File: src/rtl/cordic_rotate.sv
`default_nettype none
// +----------------------------------------------------------------------------+
// | Module      : cordic_rotate                                                |
// | Description : Pipelined CORDIC rotation engine. Rotates a signed Q4.8      |
// |               vector (in_x, in_y) by a 16-bit binary angle, one sample per |
// |               clock, carrying a valid bit and an ID tag in lockstep.       |
// |               Output is rounded half-up and saturated back to Q4.8.        |
// | Ports       : clock, reset (async, active-low)                             |
// |               in_valid/in_x/in_y/in_angle/in_id   : input sample           |
// |               out_valid/out_x/out_y/out_id        : rotated sample         |
// | Options     : CORDIC_ROTATE_GAIN_COMP_EN - adds one stage scaling by 1/K   |
// |               (latency STAGES+2 instead of STAGES+1).                      |
// | Revision    : 1.0 - initial release                                        |
// +----------------------------------------------------------------------------+
module cordic_rotate #(
  parameter int WIDTH    = 12,
  parameter int ID_WIDTH = 8,
  parameter int STAGES   = 10,
  parameter int GUARD    = 3
) (
  input  logic                clock,
  input  logic                reset,
  input  logic                in_valid,
  input  logic [WIDTH-1:0]    in_x,
  input  logic [WIDTH-1:0]    in_y,
  input  logic [15:0]         in_angle,
  input  logic [ID_WIDTH-1:0] in_id,
  output logic                out_valid,
  output logic [WIDTH-1:0]    out_x,
  output logic [WIDTH-1:0]    out_y,
  output logic [ID_WIDTH-1:0] out_id
);

  // Two integer headroom bits absorb the CORDIC gain (|v| * sqrt2 * K < 4x).
  localparam int W = WIDTH + 2 + GUARD;
  localparam logic signed [W:0] SAT_MAX  = (W+1)'((1 << (WIDTH-1)) - 1);
  localparam logic signed [W:0] SAT_MIN  = (W+1)'(-(1 << (WIDTH-1)));
  localparam logic signed [W:0] RND_HALF = (W+1)'(1 << (GUARD-1));

  function automatic logic signed [15:0] atan_lut(input int idx);
    case (idx)
      0:       atan_lut = 16'sd8192;
      1:       atan_lut = 16'sd4836;
      2:       atan_lut = 16'sd2555;
      3:       atan_lut = 16'sd1297;
      4:       atan_lut = 16'sd651;
      5:       atan_lut = 16'sd326;
      6:       atan_lut = 16'sd163;
      7:       atan_lut = 16'sd81;
      8:       atan_lut = 16'sd41;
      9:       atan_lut = 16'sd20;
      10:      atan_lut = 16'sd10;
      11:      atan_lut = 16'sd5;
      default: atan_lut = 16'sd0;
    endcase
  endfunction

  function automatic logic [WIDTH-1:0] sat(input logic signed [W:0] v);
    if (v > SAT_MAX)      sat = SAT_MAX[WIDTH-1:0];
    else if (v < SAT_MIN) sat = SAT_MIN[WIDTH-1:0];
    else                  sat = v[WIDTH-1:0];
  endfunction

  // Index 0 is the quadrant pre-rotation register, index k (1..STAGES) holds
  // the result of micro-rotation k-1. The residual angle is not needed after
  // the last micro-rotation, so z stops one entry short.
  logic signed [W-1:0]  x_q     [0:STAGES];
  logic signed [W-1:0]  x_d     [0:STAGES];
  logic signed [W-1:0]  y_q     [0:STAGES];
  logic signed [W-1:0]  y_d     [0:STAGES];
  logic signed [15:0]   z_q     [0:STAGES-1];
  logic signed [15:0]   z_d     [0:STAGES-1];
  logic                 valid_q [0:STAGES];
  logic                 valid_d [0:STAGES];
  logic [ID_WIDTH-1:0]  id_q    [0:STAGES];
  logic [ID_WIDTH-1:0]  id_d    [0:STAGES];

  logic signed [W-1:0]  ext_x;
  logic signed [W-1:0]  ext_y;

  always_comb begin
    for (int k = 0; k <= STAGES; k++) begin
      x_d[k]     = '0;
      y_d[k]     = '0;
      valid_d[k] = 1'b0;
      id_d[k]    = '0;
    end
    for (int k = 0; k < STAGES; k++) begin
      z_d[k] = '0;
    end

    ext_x = {{(W-WIDTH){in_x[WIDTH-1]}}, in_x} << GUARD;
    ext_y = {{(W-WIDTH){in_y[WIDTH-1]}}, in_y} << GUARD;

    // Fold the angle into [-90, +90) degrees so the iterations converge.
    case (in_angle[15:14])
      2'b01: begin
        x_d[0] = -ext_y;
        y_d[0] = ext_x;
        z_d[0] = in_angle - 16'd16384;
      end
      2'b10: begin
        x_d[0] = ext_y;
        y_d[0] = -ext_x;
        z_d[0] = in_angle + 16'd16384;
      end
      default: begin
        x_d[0] = ext_x;
        y_d[0] = ext_y;
        z_d[0] = in_angle;
      end
    endcase
    valid_d[0] = in_valid;
    id_d[0]    = in_id;

    for (int i = 0; i < STAGES; i++) begin
      if (z_q[i][15]) begin
        x_d[i+1] = x_q[i] + (y_q[i] >>> i);
        y_d[i+1] = y_q[i] - (x_q[i] >>> i);
      end else begin
        x_d[i+1] = x_q[i] - (y_q[i] >>> i);
        y_d[i+1] = y_q[i] + (x_q[i] >>> i);
      end
      valid_d[i+1] = valid_q[i];
      id_d[i+1]    = id_q[i];
    end

    for (int i = 0; i < STAGES-1; i++) begin
      z_d[i+1] = z_q[i][15] ? (z_q[i] + atan_lut(i)) : (z_q[i] - atan_lut(i));
    end
  end

  always_ff @(posedge clock or negedge reset) begin
    if (!reset) begin
      for (int k = 0; k <= STAGES; k++) begin
        x_q[k]     <= '0;
        y_q[k]     <= '0;
        valid_q[k] <= 1'b0;
        id_q[k]    <= '0;
      end
      for (int k = 0; k < STAGES; k++) begin
        z_q[k] <= '0;
      end
    end else begin
      for (int k = 0; k <= STAGES; k++) begin
        x_q[k]     <= x_d[k];
        y_q[k]     <= y_d[k];
        valid_q[k] <= valid_d[k];
        id_q[k]    <= id_d[k];
      end
      for (int k = 0; k < STAGES; k++) begin
        z_q[k] <= z_d[k];
      end
    end
  end

  logic signed [W-1:0]  fin_x;
  logic signed [W-1:0]  fin_y;
  logic                 fin_valid;
  logic [ID_WIDTH-1:0]  fin_id;

`ifdef CORDIC_ROTATE_GAIN_COMP_EN
  // 1/K ~= 2^-1 + 2^-3 - 2^-6 - 2^-9 - 2^-12 = 0.60718
  logic signed [W-1:0]  gain_x_q, gain_x_d;
  logic signed [W-1:0]  gain_y_q, gain_y_d;
  logic                 gain_valid_q, gain_valid_d;
  logic [ID_WIDTH-1:0]  gain_id_q, gain_id_d;

  always_comb begin
    gain_x_d = (x_q[STAGES] >>> 1) + (x_q[STAGES] >>> 3) - (x_q[STAGES] >>> 6)
             - (x_q[STAGES] >>> 9) - (x_q[STAGES] >>> 12);
    gain_y_d = (y_q[STAGES] >>> 1) + (y_q[STAGES] >>> 3) - (y_q[STAGES] >>> 6)
             - (y_q[STAGES] >>> 9) - (y_q[STAGES] >>> 12);
    gain_valid_d = valid_q[STAGES];
    gain_id_d    = id_q[STAGES];
  end

  always_ff @(posedge clock or negedge reset) begin
    if (!reset) begin
      gain_x_q     <= '0;
      gain_y_q     <= '0;
      gain_valid_q <= 1'b0;
      gain_id_q    <= '0;
    end else begin
      gain_x_q     <= gain_x_d;
      gain_y_q     <= gain_y_d;
      gain_valid_q <= gain_valid_d;
      gain_id_q    <= gain_id_d;
    end
  end

  always_comb begin
    fin_x     = gain_x_q;
    fin_y     = gain_y_q;
    fin_valid = gain_valid_q;
    fin_id    = gain_id_q;
  end
`else
  always_comb begin
    fin_x     = x_q[STAGES];
    fin_y     = y_q[STAGES];
    fin_valid = valid_q[STAGES];
    fin_id    = id_q[STAGES];
  end
`endif

  // Round half-up, drop guard bits, clamp to the Q4.8 range. A cleared
  // pipeline rounds to exactly zero, so outputs read 0 during reset.
  logic signed [W:0] rnd_x;
  logic signed [W:0] rnd_y;

  always_comb begin
    rnd_x     = ($signed({fin_x[W-1], fin_x}) + RND_HALF) >>> GUARD;
    rnd_y     = ($signed({fin_y[W-1], fin_y}) + RND_HALF) >>> GUARD;
    out_x     = sat(rnd_x);
    out_y     = sat(rnd_y);
    out_valid = fin_valid;
    out_id    = fin_id;
  end

endmodule
`default_nettype wire

File: config.mk
export PLATFORM = sky130hd
export DESIGN_NAME = cordic_rotate
export DESIGN_NICKNAME = d
export VERILOG_FILES = /design/src/rtl/cordic_rotate.sv
export SDC_FILE = /design/constraint.sdc
export NUM_CORES = 2
export LEC_CHECK = 0
export ABC_AREA = 1
export ABC_CLOCK_PERIOD_IN_PS = 5900
export CELL_PAD_IN_SITES_DETAIL_PLACEMENT = 0
export CELL_PAD_IN_SITES_GLOBAL_PLACEMENT = 1
export CORE_MARGIN = 5
export CORE_UTILIZATION = 40
export DETAILED_ROUTE_END_ITERATION = 10
export GPL_TIMING_DRIVEN = 0
export PLACE_DENSITY = 0.78
export RECOVER_POWER = 25
export SLEW_MARGIN = 10
export SYNTH_ARGS = -nofsm -noshare
export SYNTH_HDL_FRONTEND = slang
export SYNTH_SLANG_ARGS = --single-unit
File: constraint.sdc
create_clock -name clock -period 5.9 [get_ports clock]
set_clock_uncertainty 0.05 [all_clocks]
set_input_delay 0.59 -clock clock [delete_from_list [all_inputs] [get_ports clock]]
set_output_delay 0.59 -clock clock [all_outputs]
set_load 0.02 [all_outputs]
==> results.ini <==
[critical_path]
critPathBufInv = 3
crit_type = flop to flop
cp_max_fo = 20
cp-end-kind = flop
path_cells = clkinv_1 > clkbuf_1 > o21ai_0 > fa_1 > nand3_1 > nand3_1 > a21oi_1 > inv_1 > nand4_1 > nand2_1 > nand2_1 > nand2_1
worstSetupStartpointType = flop
slowest_delay_ps = 860
path_common_cell = nand2_1
crit_required_ps = 6350
cp.arrival_ps = 4260
crit_family = buffers and inverters
slowest_stage = clkbuf_1

[floorplanning]
placementRows = 121
initial_utilization = 0.401
dieArea_um2 = 115000
ios = 84
fp.dieW_um = 340
fp.coreArea_um2 = 108000
fp.dieH_um = 340

[sta]
max_freq_mhz = 263
hold_viol = 0
worst_pin_slew_ps = 2480
setup_slack_ps = 2090
fin_crit_sh = 0.645
rsz0062_at_grt = false
slew_violations = 305
setup_viol_count_final = 0
slew_headroom = -0.654
tns_ps = 0
post-route-min-period_ps = 3810

[logic_synthesis]
yosysSeqAreaShare = 0.342
post-synth-top-area-fraction = 0.342
synth_cells = 5723
synth_common_cells = 1,383 x nand2_1, 712 x inv_1, 595 x dfrtp_1, 481 x nor2_1, 460 x ha_1
synth_area_leaders = dfrtp_1 34%, ha_1 13%, nand2_1 12%
syn_avg_cell_area_um2 = 7.60
ys_warn_count = 0
yosys.area.top_type = dfrtp_1
yosysMostFrequentCell = nand2_1
synth_cell_type_count = 49
synth_edf_count = 0
synthFlopType = dfrtp_1
synth_nets = 6258
async_reset_ff_frac = 1.00
syn_area_um2 = 43500
ys_ff_latch = 595

[global_route]
grt_pass1_vias = 35877
grt_overflow = 0
grt_max_degree = 115
grt_usage = 0.190
antenna_found_initial = 3
grt_pass1_wl_um = 183000

[layout]
n_fill_cell = 10980
regArea_um2 = 14900
layout.nets = 6421
drive_above_1_share = 0.0300
multiInputGateArea_um2 = 25700
area_delta_synth_final_pct = 11.6

[clock_network]
insertion_delay_ps = 640
root_buffer = clkbuf_16
clkTransAtPathRegs_ps = 60
clockBufferDepth = 3
cts-buffers-inserted = 72
htreeDepth = 3
post_cts_resized = 0
clock-sinks = 595
tritoncts = built

[detailed_routing]
viasPerCell = 5.01
topRoutingLayerUsed = met4
routedWlPerCell_um = 15.0
vias = 36878
route.met2.wl_um = 54700
postRouteAntennaNets = 0
wl_met3_um = 4170
drtIter0Drc = 2109
firstDrtPassIters = 5
m1WireLength_um = 49400
drc = 0
routed_wirelength_um = 110000

[run_status]
violations = max-capacitance violations, max-slew violations
status = finished, violations left

[place]
pre_cts_slack_ps = 2030
hpwl_um = 90500
io_buffers = 83
gp_congestion = 0.907

[min_path]
hp-class = flop to flop

[job]
maxCapViolCount = 3

==> timing repair <==
action                                 CTS  global route
endpoints found under the hold margin   75             0
hold buffers                             1             0
buffers inserted                         0             0
==> metrics by stage <==
step | cell area, µm² | std cells | hold slack (ps) | util
after floorplan | 43500 | 5723 | 244 | -
after global placement | 46100 | 7220 | 281 | 0.425
after detailed placement | 46300 | 7225 | 285 | 0.427
after CTS | 48600 | 7356 | 295 | 0.448
after global routing | 48500 | 7356 | 297 | 0.448
final | 48600 | 7357 | 295 | 0.448
==> kinds of logic (layout without fill, tap and decap cells) <==
| logic type | Yosys count | in the layout | synth area share |
|---|---|---|---|
| buffers and inverters | 773 | 992 | 0.0679 |
| other | 0 | 1 | 0 |
| DFF | 595 | 595 | 0.342 |
| adders and majority gates | 484 | 484 | 0.143 |
| AOI/OAI and AO/OA | 895 | 895 | 0.113 |
| and+or+nand+nor | 2524 | 2524 | 0.242 |
| xor gates and xnor gates | 452 | 452 | 0.0910 |
==> final timing paths <==
path,from,end,slack [ps],depth (start not counted)
worst min-delay path,id_d[71]$_DFF_PN0_,id_d[63]$_DFF_PN0_,290,0
max in group asynchronous,reset,id_d[78]$_DFF_PN0_,2500,3
worst min register to register,id_d[71]$_DFF_PN0_,id_d[63]$_DFF_PN0_,290,0
worst max-delay path,z_q[95]$_DFF_PN0_,x_q[99]$_DFF_PN0_,2090,12
worst max register to register,z_q[95]$_DFF_PN0_,x_q[99]$_DFF_PN0_,2090,12
min in group asynchronous,reset,fin_x[10]$_DFF_PN0_,470,2
==> cell type report <==
type                            count  share of cell area
Antenna cell                        1           0.0000515
Buffer                             56             0.00541
Clock buffer                       95              0.0407
Clock inverter                     35             0.00776
Inverter                          717              0.0554
Multi-Input combinational cell   4355               0.529
Sequential cell                   595               0.307
Tap cell                         1414              0.0364
Timing Repair Buffer               89              0.0189
==> layer usage <==
metal  vias up  GRT usage
li1      19142          -
met1     17024      0.244
met2       594      0.343
met3       118     0.0234
met4         0     0.0375
met5         -          0
==> state kept, by name (all words and copies together) (netlist names) <==
| register | cells |
|---|---|
| z_q | 145 |
| x_q | 159 |
| id_d | 80 |
| y_q | 162 |
| out_valid | 1 |
| fin_y | 15 |
| fin_x | 15 |
| out_id | 8 |
| valid_d | 10 |
==> placed cells by master, fill, tap and decap left out, types with 6 or more instances in the layout <==
| cell | netlist | routed |
|---|---|---|
| clkinv_4 | 0 | 6 |
| nor4_1 | 10 | 10 |
| ha_1 | 460 | 460 |
| xor2_1 | 346 | 346 |
| a31oi_1 | 41 | 41 |
| nand3_1 | 447 | 447 |
| a21oi_1 | 452 | 452 |
| nor2_1 | 481 | 481 |
| a21o_1 | 56 | 56 |
| a21boi_0 | 6 | 6 |
| clkbuf_8 | 0 | 9 |
| nand4_1 | 84 | 84 |
| or2_2 | 16 | 16 |
| fa_1 | 24 | 24 |
| o21a_1 | 21 | 21 |
| xnor2_1 | 106 | 106 |
| a22oi_1 | 15 | 15 |
| clkinv_2 | 0 | 11 |
| o21ai_0 | 244 | 244 |
| nand3b_1 | 19 | 19 |
| and2_1 | 12 | 12 |
| o21bai_1 | 25 | 25 |
| clkdlybuf4s50_1 | 0 | 59 |
| clkinvlp_4 | 0 | 6 |
| dfrtp_1 | 595 | 595 |
| clkbuf_16 | 0 | 72 |
| buf_2 | 16 | 16 |
| dlygate4sd3_1 | 0 | 24 |
| clkbuf_1 | 30 | 44 |
| nand2_1 | 1383 | 1383 |
| o31ai_1 | 21 | 21 |
| nor3_1 | 56 | 56 |
| inv_1 | 712 | 712 |
Power is left out: the tool's default activity adds up to more than one toggle a clock period on the data nets, which glitch-free logic cannot reach.
